### src/rtl/sb_prefetch_ctrl.sv
// ---------------------------------------------------------------------------
// sb_prefetch_ctrl
//
// Sits between a cache line-miss handler and a stream_buffer. It accepts one
// line miss at a time. If the stream_buffer already holds or is fetching the
// missed label, the controller waits for that line. Otherwise it invalidates
// the stream_buffer and re-targets it at the missed label.
//
// Once the full line is present, the controller returns it upstream with a
// one-cycle miss_ack. It then spends one PREFETCH cycle. When the optional
// next-line prefetch is enabled, that cycle points the stream_buffer at the
// following sequential label.
//
// Optional feature macro: SB_NEXT_LINE_PREFETCH_EN
//   defined   : PREFETCH issues sb_label_i = label+1 with sb_label_i_rdy.
//   undefined : PREFETCH is a quiet cycle; the stream_buffer keeps its line.
//
// Ports
//   clk, rst        clock, asynchronous active-high reset
//   miss_req        upstream miss request, held until miss_ack
//   miss_label      label (tag+index) of the missed line
//   miss_ack        one-cycle pulse, line_o valid in the same cycle
//   line_o          refilled line data
//   sb_label_i      label driven to the stream_buffer
//   sb_label_i_rdy  one-cycle pulse: stream_buffer starts fetching sb_label_i
//   sb_inv          one-cycle pulse: invalidate the stream_buffer
//   sb_label_o      label currently held by the stream_buffer
//   sb_label_o_vld  sb_label_o valid
//   sb_data         stream_buffer line data
//   sb_data_vld     per-word valid bits of sb_data
//   hit_cnt         saturating count of misses served without re-target
//   miss_cnt        saturating count of misses that forced a re-target
// ---------------------------------------------------------------------------
module sb_prefetch_ctrl #(
  parameter  int LINE_WIDTH  = 256,
  parameter  int DATA_WIDTH  = 32,
  parameter  int PHYS_WIDTH  = 32,
  localparam int LABEL_WIDTH = PHYS_WIDTH - $clog2(LINE_WIDTH / 8),
  localparam int NWORD       = LINE_WIDTH / DATA_WIDTH
) (
  input  logic                   clk,
  input  logic                   rst,
  input  logic                   miss_req,
  input  logic [LABEL_WIDTH-1:0] miss_label,
  output logic                   miss_ack,
  output logic [LINE_WIDTH-1:0]  line_o,
  output logic [LABEL_WIDTH-1:0] sb_label_i,
  output logic                   sb_label_i_rdy,
  output logic                   sb_inv,
  input  logic [LABEL_WIDTH-1:0] sb_label_o,
  input  logic                   sb_label_o_vld,
  input  logic [LINE_WIDTH-1:0]  sb_data,
  input  logic [NWORD-1:0]       sb_data_vld,
  output logic [31:0]            hit_cnt,
  output logic [31:0]            miss_cnt
);

  typedef enum logic [2:0] {
    IDLE,
    INV,
    ISSUE,
    WAIT_LINE,
    PREFETCH
  } state_t;

  state_t                 state;
  logic [LABEL_WIDTH-1:0] label_q;
  logic                   idle_hit;
  logic                   line_ready;

  // Performance counters stick at all-ones instead of wrapping.
  function automatic logic [31:0] sat_inc(input logic [31:0] c);
    return (c == 32'hFFFF_FFFF) ? c : c + 32'd1;
  endfunction

  // A request hits when the stream_buffer already holds or is fetching
  // the label. Data completeness is not needed for the hit decision.
  assign idle_hit   = sb_label_o_vld && (sb_label_o == miss_label);

  // A label mismatch here simply keeps the FSM waiting.
  assign line_ready = sb_label_o_vld && (sb_label_o == label_q) && (&sb_data_vld);

  always_ff @(posedge clk or posedge rst) begin
    if (rst) begin
      state          <= IDLE;
      label_q        <= '0;
      miss_ack       <= 1'b0;
      line_o         <= '0;
      sb_label_i     <= '0;
      sb_label_i_rdy <= 1'b0;
      sb_inv         <= 1'b0;
      hit_cnt        <= '0;
      miss_cnt       <= '0;
    end else begin
      // Pulse outputs default low; each state raises them for one cycle.
      miss_ack       <= 1'b0;
      sb_inv         <= 1'b0;
      sb_label_i_rdy <= 1'b0;

      case (state)
        IDLE: begin
          if (miss_req) begin
            label_q <= miss_label;
            if (idle_hit) begin
              hit_cnt <= sat_inc(hit_cnt);
              state   <= WAIT_LINE;
            end else begin
              miss_cnt <= sat_inc(miss_cnt);
              if (sb_label_o_vld) begin
                // A stale line must be dropped before re-targeting.
                sb_inv <= 1'b1;
                state  <= INV;
              end else begin
                // The stream_buffer is empty, so the label can be
                // issued straight away.
                sb_label_i     <= miss_label;
                sb_label_i_rdy <= 1'b1;
                state          <= ISSUE;
              end
            end
          end
        end

        INV: begin
          // sb_inv is high during this cycle. The label is issued in the
          // next cycle, so sb_inv and sb_label_i_rdy never overlap.
          sb_label_i     <= label_q;
          sb_label_i_rdy <= 1'b1;
          state          <= ISSUE;
        end

        ISSUE: begin
          state <= WAIT_LINE;
        end

        WAIT_LINE: begin
          if (line_ready) begin
            line_o   <= sb_data;
            miss_ack <= 1'b1;
            state    <= PREFETCH;
          end
        end

        PREFETCH: begin
`ifdef SB_NEXT_LINE_PREFETCH_EN
          // The stream_buffer accepts a new label after delivering a full
          // line, so no invalidate is needed. The label wraps modulo
          // 2^LABEL_WIDTH.
          sb_label_i     <= label_q + LABEL_WIDTH'(1);
          sb_label_i_rdy <= 1'b1;
`endif
          state <= IDLE;
        end

        default: state <= IDLE;
      endcase
    end
  end

endmodule

### config.mk
export PLATFORM = sky130hd
export DESIGN_NAME = sb_prefetch_ctrl
export DESIGN_NICKNAME = d
export VERILOG_FILES = /design/src/rtl/sb_prefetch_ctrl.sv
export SDC_FILE = /design/constraint.sdc
export NUM_CORES = 1
export LEC_CHECK = 0
export ABC_AREA = 0
export BUFFER_PORTS_ARGS = -buffer_cell sky130_fd_sc_hd__buf_2
export CAP_MARGIN = 20
export CORE_AREA = 2 2 259 261
export DETAILED_ROUTE_END_ITERATION = 8
export DIE_AREA = 0 0 261 263
export GPL_TIMING_DRIVEN = 0
export SYNTH_ARGS = -nofsm -noshare
export SYNTH_HDL_FRONTEND = slang
export SYNTH_SLANG_ARGS = --single-unit
### constraint.sdc
create_clock -name clk -period 19.8 [get_ports clk]
set_input_delay 0 -clock clk [delete_from_list [all_inputs] [get_ports clk]]
set_output_delay 0 -clock clk [all_outputs]
set_load 0.1 [all_outputs]
# Yosys cells after proc, flatten, opt, wreduce, memory -nomap -nowiden
# Cells that the tools add are included.
[op_classes]
muxes = 19
reduce_logical = 12
add_sub_neg = 2
eq_ne = 11
bitwise = 3
[op_table]
columns = ["cell", "n"]
rows = [
  ["$mux 27", 3],
  ["$add 32x1->32 const B", 2],
  ["$eq 32x32->1 const B", 2],
  ["$eq 27x27->1", 2],
  ["$pmux 27 s2", 1],
  ["$pmux 3 s4", 1],
  ["$reduce_and 4->1", 3],
  ["$mux 1", 9],
  ["$ne 2x2->1 const B", 4],
  ["$reduce_and 8->1", 1],
  ["$eq 3x2->1 const B", 2],
  ["$mux 3", 2],
  ["$reduce_and 2->1", 3],
  ["$mux 2", 2],
  ["$eq 3x1->1 const B", 1],
  ["$logic_and 1x1->1", 3],
  ["$logic_not 3->1", 1],
  ["$not 1->1", 3],
  ["$pmux 1 s2", 1],
  ["$reduce_bool 2->1", 1],
]
[totals]
reg_bits = 380
output_inout_bits = 350
wordCells = 56
in_bits = 322

# Depth between registers and ports, before layout
# Gate-level depths: netlist of the first run.
[depth]
depth_word = 5
ltp_mapped = 9
depth_no_buf = 7

# Least setup slack after synthesis of the first run
# Ideal clock, no wire load.
[synth_path]
kind = "reg-to-reg"
start = "register hit_cnt[0]"
end = "register hit_cnt[11]"
setup_time_ps = 163
required_ps = 19637
arrival_ps = 2790
setup_slack_ps = 16847
path_stages_with_launch = 10
path_buffers = 2
synth_period_minus_slack_ps = 2953
path_cell_list = "dfrtp_1 -> ha_1 -> and4_1 -> buf_4 -> nand4_1 -> or4_4 -> nor2_8 -> buf_6 -> nor4_1 -> xor2_1"
[synth_via]
elab_chain_cells = 3
word_cells_on_any_way = 4
cone_classes = "add/sub: 1; eq/ne: 1; bitwise: 1; reduce/logical: 1"
[synth_rtl]
columns = ["element", "line_no", "source"]
rows = [
  ["start: declaration", "54", "output logic [31:0] hit_cnt,"],
  ["start signal: assignment", "105", "hit_cnt <= sat_inc(hit_cnt);"],
  ["branches (longest 3 deep; another with $add 32x1->32)", "-", ""],
]
# Several ways; the timed one is not identified.
# A chain may end at the register's enable or synchronous reset.

# Worst setup path after layout of the first run
[layout_path]
start = "register label_q[5]"
end = "register line_o[170]"
[layout_via]
elab_chain_cells = 4
[layout_rtl]
columns = ["element", "line_no", "source"]
rows = [
  ["start: declaration", "67", "logic [LABEL_WIDTH-1:0] label_q;"],
  ["start signal: assignment", "103", "label_q <= miss_label;"],
  ["$eq 27x27->1", "81", "assign line_ready = sb_label_o_vld && (sb_label_o == label_q) && (&sb_data_vld);"],
  ["$logic_and 1x1->1 (2 in a row)", "81", ""],
  ["$reduce_and 2->1 (no line)", "-", ""],
  ["end signal: assignment", "138", "line_o <= sb_data;"],
  ["end: declaration", "46", "output logic [LINE_WIDTH-1:0] line_o,"],
]
# Every way passes these cells.

==> results of run 1 <==
-- worst max path at each step --
stage	cells after the start	startpoint	to	slack [ps]
floorplan	1	rst	hit_cnt[0]$_DFFE_PP0P_	9240
global placement	2	rst	label_q[13]$_DFFE_PP0P_	5400
detailed placement	7	label_q[10]$_DFFE_PP0P_	line_o[170]$_DFFE_PP0P_	16090
CTS	7	label_q[10]$_DFFE_PP0P_	line_o[211]$_DFFE_PP0P_	16080
global route	7	label_q[22]$_DFFE_PP0P_	line_o[178]$_DFFE_PP0P_	16060
finish	7	label_q[5]$_DFFE_PP0P_	line_o[170]$_DFFE_PP0P_	16390
-- state kept, by name, indices dropped and copies added, names as in the netlist --
register / flops
hit_cnt: 32
sb_inv: 1
sb_label_i_rdy: 1
miss_ack: 1
sb_label_i: 27
line_o: 256
state: 3
miss_cnt: 32
label_q: 27
-- per-stage QoR --
step	instance area (µm²)	worst slack, ps
floorplan	15700	9240
global placement	20200	5400
detailed placement	20200	16090
CTS	24600	16080
global route	24600	16060
finish	24600	16390
-- per-layer routing --
metal  up-vias  track usage  wire length [µm]  part of all wire
met2       520        0.287             29200              0.50
met5         -            0                23           0.00040
met1      6710        0.191             23000              0.40
met4         4       0.0590              1940             0.034
met3       124       0.0379              3700             0.064
li1       6126            -                 -                 -
-- what timing repair did --
item	CTS	global route
endpoints found under the hold margin	454	0
hold buffers	292	0
buffers inserted	0	0
-- placed cells by master (no fill, tap or decap), drive strengths merged --
master	Yosys	final
a21o	1	1
a21oi	3	3
a31oi	1	1
and2	4	4
and3	13	13
and4	4	4
buf	41	715
bufinv	0	2
clkbuf	12	77
clkinv	0	11
clkinvlp	0	1
dfrtp	380	380
dlygate4sd3	0	292
ha	2	2
inv	8	9
mux2	259	259
mux2i	27	27
nand2	140	140
nand2b	3	3
nand3	29	29
nand3b	1	1
nand4	37	37
nor2	13	13
nor2b	1	1
nor3	20	20
nor4	29	29
nor4b	4	4
o21ai	29	29
or3	2	2
or4	1	1
xnor2	73	73
xor2	42	42
-- final cells by class --
type	instances	area, µm²
clock buffers	65	1300
inverters	8	37.5
clock inverters	15	146
well taps	864	1080
fillers	6236	41000
repair buffers	966	6360
flip-flops and latches	380	9510
plain buffers	53	258
multi-input cells	738	5910
-- worst reg2reg max path, delay by kind of cell, from the launching register on --
family / cells / cell delay [ps]
simple gates: 3 / 1580
flops: 1 / 410
xor+xnor: 1 / 180
mux: 1 / 310
buf+inv: 2 / 820
-- cells by family (layout without fill, tap and decap cells) --
| family | Yosys count | after routing | share of synthesized area |
|---|---|---|---|
| adder cells (fa/ha/maj) | 2 | 2 | 0.00159 |
| AND/OR/NAND/NOR | 301 | 301 | 0.0966 |
| XOR/XNOR | 115 | 115 | 0.0641 |
| multiplexers | 286 | 286 | 0.203 |
| flip-flops | 380 | 380 | 0.605 |
| AO/OA/AOI/OAI | 34 | 34 | 0.0111 |
| buffers and inverters | 61 | 1107 | 0.0183 |
-- where the power goes --
part / internal [µW] / total [µW] / switching (µW)
clock network: 481 / 808 / 327
registers: 790 / 800 / 10.6
logic: 81.4 / 200 / 119
==> flow_summary.toml, run 1 <==
[status]
status = "finished, final reports clean"

[synth]
ys_types = 38
synth_area_leaders = "dfrtp_1, mux2_2, xnor2_1"
ys_seq_area_frac = 0.605
synth_ff_type = "dfrtp_1"
yosysMostFrequentCell = "dfrtp_1"
synth_edf_count = 0
synthesis.area_mm2 = 0.0157
synth-async-reset-ratio = 1.00
yosysWarnings = 0
netlist.area_leader.share = 0.605
synth-seq-cells = 380
syn_area_per_cell_um2 = 13.3
syn_nets = 1503
synthTopCellsByCount = "dfrtp_1, mux2_2, nand2_1, xnor2_1, xor2_1"
synth_top_area_cell = "dfrtp_1"
synthCells = 1179

[detailed_routing]
drc = 0
vias = 13500
ant_nets = 0
drtIter0Drc = 590
totalWireLength_um = 57800
post_drt_via_cell_ratio = 4.37
wire_per_inst_um = 18.7
drtPass1Iterations = 5

[power_and_ir_drop]
ir_drop_mv = 0.0695
leakage_uw = 0.0133
power_uw = 1810
powerDensity_mw_per_mm2 = 73.5

[clock_network]
cts-root-buf = "clkbuf_16"
cts_buffers = 43
cts_sinks = 380
h-tree-depth = 2
cts_resized = 0
clkTransAtPathRegs_ps = 60
cts_buffer_depth = 3
cts_tree = "yes"
insertion_delay_ps = 560

[critical_path]
crit_path_end_kind = "register"
crit_path_max_fanout = 10
cp_common_cell = "nand4_1"
r2r_start = "label_q[5]$_DFFE_PP0P_"
crit_arrival_ps = 3840
worstPathCellList = "xnor2_1, nand4_1, nor4_1, nand4_1, clkbuf_1, buf_2, mux2_2"
r2r_slack_ps = 16390
worst_path_max_delay_cell = "nor4_1"
worstSetupStartpointType = "register"
path_buf_inv = 2
r2r-end = "line_o[170]$_DFFE_PP0P_"
critPathKind = "register to register"
r2r_cells = 7
cpPeakStageDelay_ps = 720
critPathTopFamily = "simple AND/OR/NAND/NOR gates"
required_ps = 20230

[sta]
whs_ps = 93.8
fin_crit_sh = 0.172
max_freq_mhz = 294
slew_headroom = 0.316
grt_setup_unrepaired = "false"
worstMarginPinSlew_ps = 1020
fin_crit_ps = 3410
hold_violations = 0
tns_ps = 0
skew_ps = 19.2
setup_viol = 0
final_max_slew_viol_count = 0

[grt]
overflow = 0
grt_usage = 0.162
grt_max_degree = 126
antenna_found_initial = 4
grt_pass1_vias = 14700
grt_pass1_wl_um = 86800

[min_path]
holdPathEnd = "state[0]$_DFFE_PP0P_"
min_path_type = "input pin to register"
min-delay-start = "sb_label_o[18]"
worstHoldPathCells = 7

[die]
die_area_mm2 = 0.0686
num_io_pins = 672
start_util = 0.239
std_cell_rows = 94
die_height_um = 263
fp.dieW_um = 261
coreArea_mm2 = 0.0656

[place]
numPortBuffers = 671
dp_cells = 2717
dp_hpwl_um = 42500
routabilityCongestion = 0.881

[layout]
fin_nets = 2514
diodes = 0
fin_util = 0.375
layoutNonFillerInstCount = 3089
areaGrowthSynthToFinish_pct = 56.6
drive_gt1_frac = 0.473

[job]
max_cap_violations = 0
Power figures use the tool's default switching activity.
==> run 2: changes to the inputs <==
- CORE_AREA: 2 2 259 261 -> 2 2 261 263
- DIE_AREA: 0 0 261 263 -> 0 0 263 265
- clock period: 19.8 -> 3.4 ns (I/O delays scaled with it)
==> flow_summary.toml, run 2 (same netlist as run 1, synthesis figures left out) <==
[clock_network]
clkTransAtPathRegs_ps = 60
cts-root-buf = "clkbuf_16"
cts_buffers = 44
insertion_delay_ps = 570
cts_resized = 0
cts_tree = "yes"
cts_sinks = 380
h-tree-depth = 2
cts_buffer_depth = 3

[grt]
grt_pass1_vias = 14800
antenna_found_initial = 3
grt_max_degree = 46
grt_usage = 0.156
grt_pass1_wl_um = 85700
overflow = 0

[place]
dp_hpwl_um = 41800
place_ws_ps = -522
dp_cells = 2732
routabilityCongestion = 0.888
numPortBuffers = 671

[layout]
areaGrowthSynthToFinish_pct = 58.3
drive_gt1_frac = 0.476
layout_commonest_cell = "buf_2"
fin_nets = 2521
layoutNonFillerInstCount = 3105
top_register = "line_o"
diodes = 0
largest_reg_flops = 256
layout_common_cells = "buf_2, dfrtp_1, dlygate4sd3_1"
fin_util = 0.372
top_regs = "line_o (256), hit_cnt (32), miss_cnt (32)"

[sta]
worstMarginPinSlew_ps = 982
slew_headroom = 0.341
hold_violations = 0
skew_ps = 17.2
setup_viol = 0
whs_ps = 51.1
grt_setup_unrepaired = "false"
fin_ws_ps = 464
fin_crit_sh = 0.864
final_max_slew_viol_count = 0
max_freq_mhz = 341
fin_crit_ps = 2940
tns_ps = 0

[critical_path]
cp_common_cell = "nand4_1"
crit_path_max_fanout = 10
worstPathCellList = "xnor2_1, nand4_1, nor4_1, nand4_1, buf_4, clkbuf_1, buf_2, mux2_2"
critPathKind = "register to register"
required_ps = 3840
worst_path_max_delay_cell = "nor4_1"
path_buf_inv = 3
crit_path_end_kind = "register"
worstSetupStartpointType = "register"
critPathTopFamily = "simple AND/OR/NAND/NOR gates"
crit_arrival_ps = 3380
cpPeakStageDelay_ps = 680

[power_and_ir_drop]
leakage_uw = 0.0134
powerDensity_mw_per_mm2 = 443
ir_drop_mv = 0.368

[detailed_routing]
drtIter0Drc = 690
drtPass1Iterations = 4
wire_per_inst_um = 18.3
drc = 0
vias = 13500
ant_nets = 0
totalWireLength_um = 56700
post_drt_via_cell_ratio = 4.34

[status]
status = "finished, final reports clean"

[min_path]
min_path_type = "input pin to register"

[die]
std_cell_rows = 95
fp.dieW_um = 263
num_io_pins = 672
start_util = 0.235
die_area_mm2 = 0.0697
die_height_um = 265
coreArea_mm2 = 0.0668

[job]
max_cap_violations = 0
==> run 2: worst paths after layout <==
| path | end | start | slack [ps] | cells past startpoint |
|---|---|---|---|---|
| max | line_o[96]$_DFFE_PP0P_ | label_q[2]$_DFFE_PP0P_ | 460 | 8 |
| min in group asynchronous | line_o[103]$_DFFE_PP0P_ | rst | 130 | 3 |
| max reg2reg | line_o[96]$_DFFE_PP0P_ | label_q[2]$_DFFE_PP0P_ | 460 | 8 |
| min | state[2]$_DFFE_PP0P_ | sb_label_o[18] | 50 | 6 |
| min reg2reg | hit_cnt[8]$_DFFE_PP0P_ | hit_cnt[8]$_DFFE_PP0P_ | 490 | 1 |
| max in group asynchronous | line_o[190]$_DFFE_PP0P_ | rst | 1440 | 8 |
==> run 2: tightest hold or removal path: cells and delay by family <==
family / cells / cell delay (ps)
xor gates and xnor gates: 1 / 90
buffers and inverters: 1 / 120
and+or+nand+nor: 4 / 360
==> run 2: through the flow <==
step | area (µm²) | power [µW]
2_1_floorplan | 15700 | 5260
3_3_place_gp | 20200 | 5610
3_5_place_dp | 20300 | 5650
4_1_cts | 24900 | 11200
5_1_grt | 24900 | 11400
6_report | 24900 | 11000
==> run 2: repair_timing <==
item                                    4_1_cts  5_1_grt
setup buffers                                 1        0
hold endpoints to repair                    348        0
endpoints found under the setup margin      256        0
hold buffers                                291        0
==> run 2: power breakdown <==
part           total (µW)  switching, µW  leakage, µW  internal, µW
clock network        5180           1980     0.000790          3200
logic                1170            689      0.00739           485
registers            4660           61.5      0.00524          4600
total               11000           2730       0.0134          8280
==> run 2: routing by layer <==
layer | vias up | routed length, µm | global-route usage
met5 | - | 20 | 0
met4 | 4 | 1880 | 0.0588
met3 | 129 | 3880 | 0.0399
met2 | 504 | 28900 | 0.276
met1 | 6689 | 22000 | 0.182
li1 | 6165 | - | -
==> run 2: layout make-up <==
type                            count  area (µm²)
Fill cell                        6379       41900
Tap cell                          873        1090
Timing Repair Buffer              972        6460
Multi-Input combinational cell    738        5910
Inverter                            8        33.8
Sequential cell                   380        9510
Clock buffer                       65        1340
Clock inverter                     16         260
Buffer                             53         258
==> run 3: changes to the inputs <==
- MAX_ROUTING_LAYER: unset -> met4
==> flow_summary.toml, run 3 (same netlist as run 1, synthesis figures left out) <==
[clock_network]
cts_resized = 0
cts_sinks = 380
cts_buffers = 45
insertion_delay_ps = 560
cts_buffer_depth = 3
cts-root-buf = "clkbuf_16"
h-tree-depth = 2
clkTransAtPathRegs_ps = 50
cts_tree = "yes"

[sta]
fin_crit_ps = 3100
slew_headroom = 0.339
fin_crit_sh = 0.910
skew_ps = 14.8
hold_violations = 0
max_freq_mhz = 323
setup_viol = 0
grt_setup_unrepaired = "false"
worstMarginPinSlew_ps = 985
tns_ps = 0
final_max_slew_viol_count = 0

[die]
std_cell_rows = 95
start_util = 0.235
num_io_pins = 672
coreArea_mm2 = 0.0668
die_height_um = 265
fp.dieW_um = 263
die_area_mm2 = 0.0697

[place]
post_dp_cell_area_mm2 = 0.0204
numPortBuffers = 671
dp_hpwl_um = 42200
routabilityCongestion = 0.900
dp_cells = 2733

[layout]
top_register = "line_o"
fin_nets = 2525
largest_reg_flops = 256
drive_gt1_frac = 0.475
fin_area_mm2 = 0.0248
areaGrowthSynthToFinish_pct = 58.1
layout_commonest_cell = "buf_2"
fillCellCount = 6424
seqCellArea_mm2 = 0.00951
layoutNonFillerInstCount = 3112
layout_common_cells = "buf_2, dfrtp_1, dlygate4sd3_1"
fin_util = 0.372
multiInputGateArea_mm2 = 0.00591
top_regs = "line_o (256), hit_cnt (32), miss_cnt (32)"

[detailed_routing]
totalWireLength_um = 56700
vias = 13600
wire_per_inst_um = 18.2
drtPass1Iterations = 5
post_drt_via_cell_ratio = 4.38
ant_nets = 0
drc = 0
drtIter0Drc = 603

[grt]
grt_max_degree = 46
grt_pass1_wl_um = 85300
grt_pass1_vias = 14800
grt_usage = 0.160
overflow = 0
antenna_found_initial = 5

[critical_path]
required_ps = 3850
crit_path_max_fanout = 3
worstPathCellList = "xnor2_1, nand3_1, dlygate4sd3_1, nor4_1, dlygate4sd3_1, nand3_1, dlygate4sd3_1, nor3_1"
critPathKind = "register to register"
r2r_cells = 8
crit_path_end_kind = "register"
r2r-end = "miss_ack$_DFF_PP0_"
critPathTopFamily = "buffers and inverters"
worst_path_max_delay_cell = "dlygate4sd3_1"
worstSetupStartpointType = "register"
cpPeakStageDelay_ps = 660
cp_common_cell = "dlygate4sd3_1"
path_buf_inv = 3
crit_arrival_ps = 3550
r2r_start = "label_q[15]$_DFFE_PP0P_"
r2r_slack_ps = 300

[job]
max_cap_violations = 0

[min_path]
min-delay-start = "sb_label_o[17]"
holdPathEnd = "sb_inv$_DFF_PP0_"
min_path_type = "input pin to register"
worstHoldPathCells = 5

[power_and_ir_drop]
powerDensity_mw_per_mm2 = 435
leakage_uw = 0.0134
ir_drop_mv = 0.357

[status]
status = "finished, final reports clean"
==> run 3: layout make-up <==
cell class / count / area share
sequential: 380 / 0.383
timing repair buffer: 975 / 0.262
multi-input combinational: 738 / 0.238
clock buffer: 63 / 0.0522
tap: 873 / 0.0440
buffer: 53 / 0.0104
clock inverter: 20 / 0.00957
inverter: 8 / 0.00136
antenna: 2 / 0.000201
==> run 3: power by group <==
group / switching [µW] / leakage [µW] / internal [µW]
clock: 1930 / 0.000757 / 3040
sequential: 62.2 / 0.00524 / 4600
combinational: 688 / 0.00740 / 487
total: 2680 / 0.0134 / 8130
==> run 3: routing by layer <==
layer,track usage,share of wire,vias to the layer above
met5,-,0,-
met4,0.0747,0.043,0
met3,0.0369,0.066,137
met2,0.274,0.51,561
met1,0.178,0.39,6770
li1,-,-,6165
==> run 3: worst max path at each step <==
stage	startpoint	to	slack, ps	depth (start not counted)
5_1_grt	miss_label[22]	state[1]$_DFFE_PP0P_	110	10
2_1_floorplan	rst	hit_cnt[0]$_DFFE_PP0P_	-1710	1
4_1_cts	miss_label[22]	state[1]$_DFFE_PP0P_	320	10
3_5_place_dp	label_q[2]$_DFFE_PP0P_	line_o[54]$_DFFE_PP0P_	-470	7
6_report	label_q[15]$_DFFE_PP0P_	miss_ack$_DFF_PP0_	300	8
3_3_place_gp	rst	miss_cnt[8]$_DFFE_PP0P_	-3880	2
==> run 3: repair_timing <==
item                       in CTS  in global routing
hold endpoints to repair      391                  0
setup endpoints to repair     256                  0
setup buffers                   1                  0
hold buffers                  293                  0
==> run 3: tightest hold or removal path, stage by stage <==
cell	delay, ps
buf_2	110
xnor2_1	90
nand4_1	110
nor4_2	90
a31oi_1	140
==> run 3: stage by stage <==
| stage | setup slack, ps | hold slack, ps | power (µW) |
|---|---|---|---|
| final | 304 | 38.3 | 10800 |
| after global routing | 106 | 80.7 | 11200 |
| after CTS | 315 | 7.74 | 11000 |
| after detailed placement | -467 | 115 | 5650 |
| after global placement | -3880 | 232 | 5610 |
| after floorplan | -1710 | 105 | 5260 |
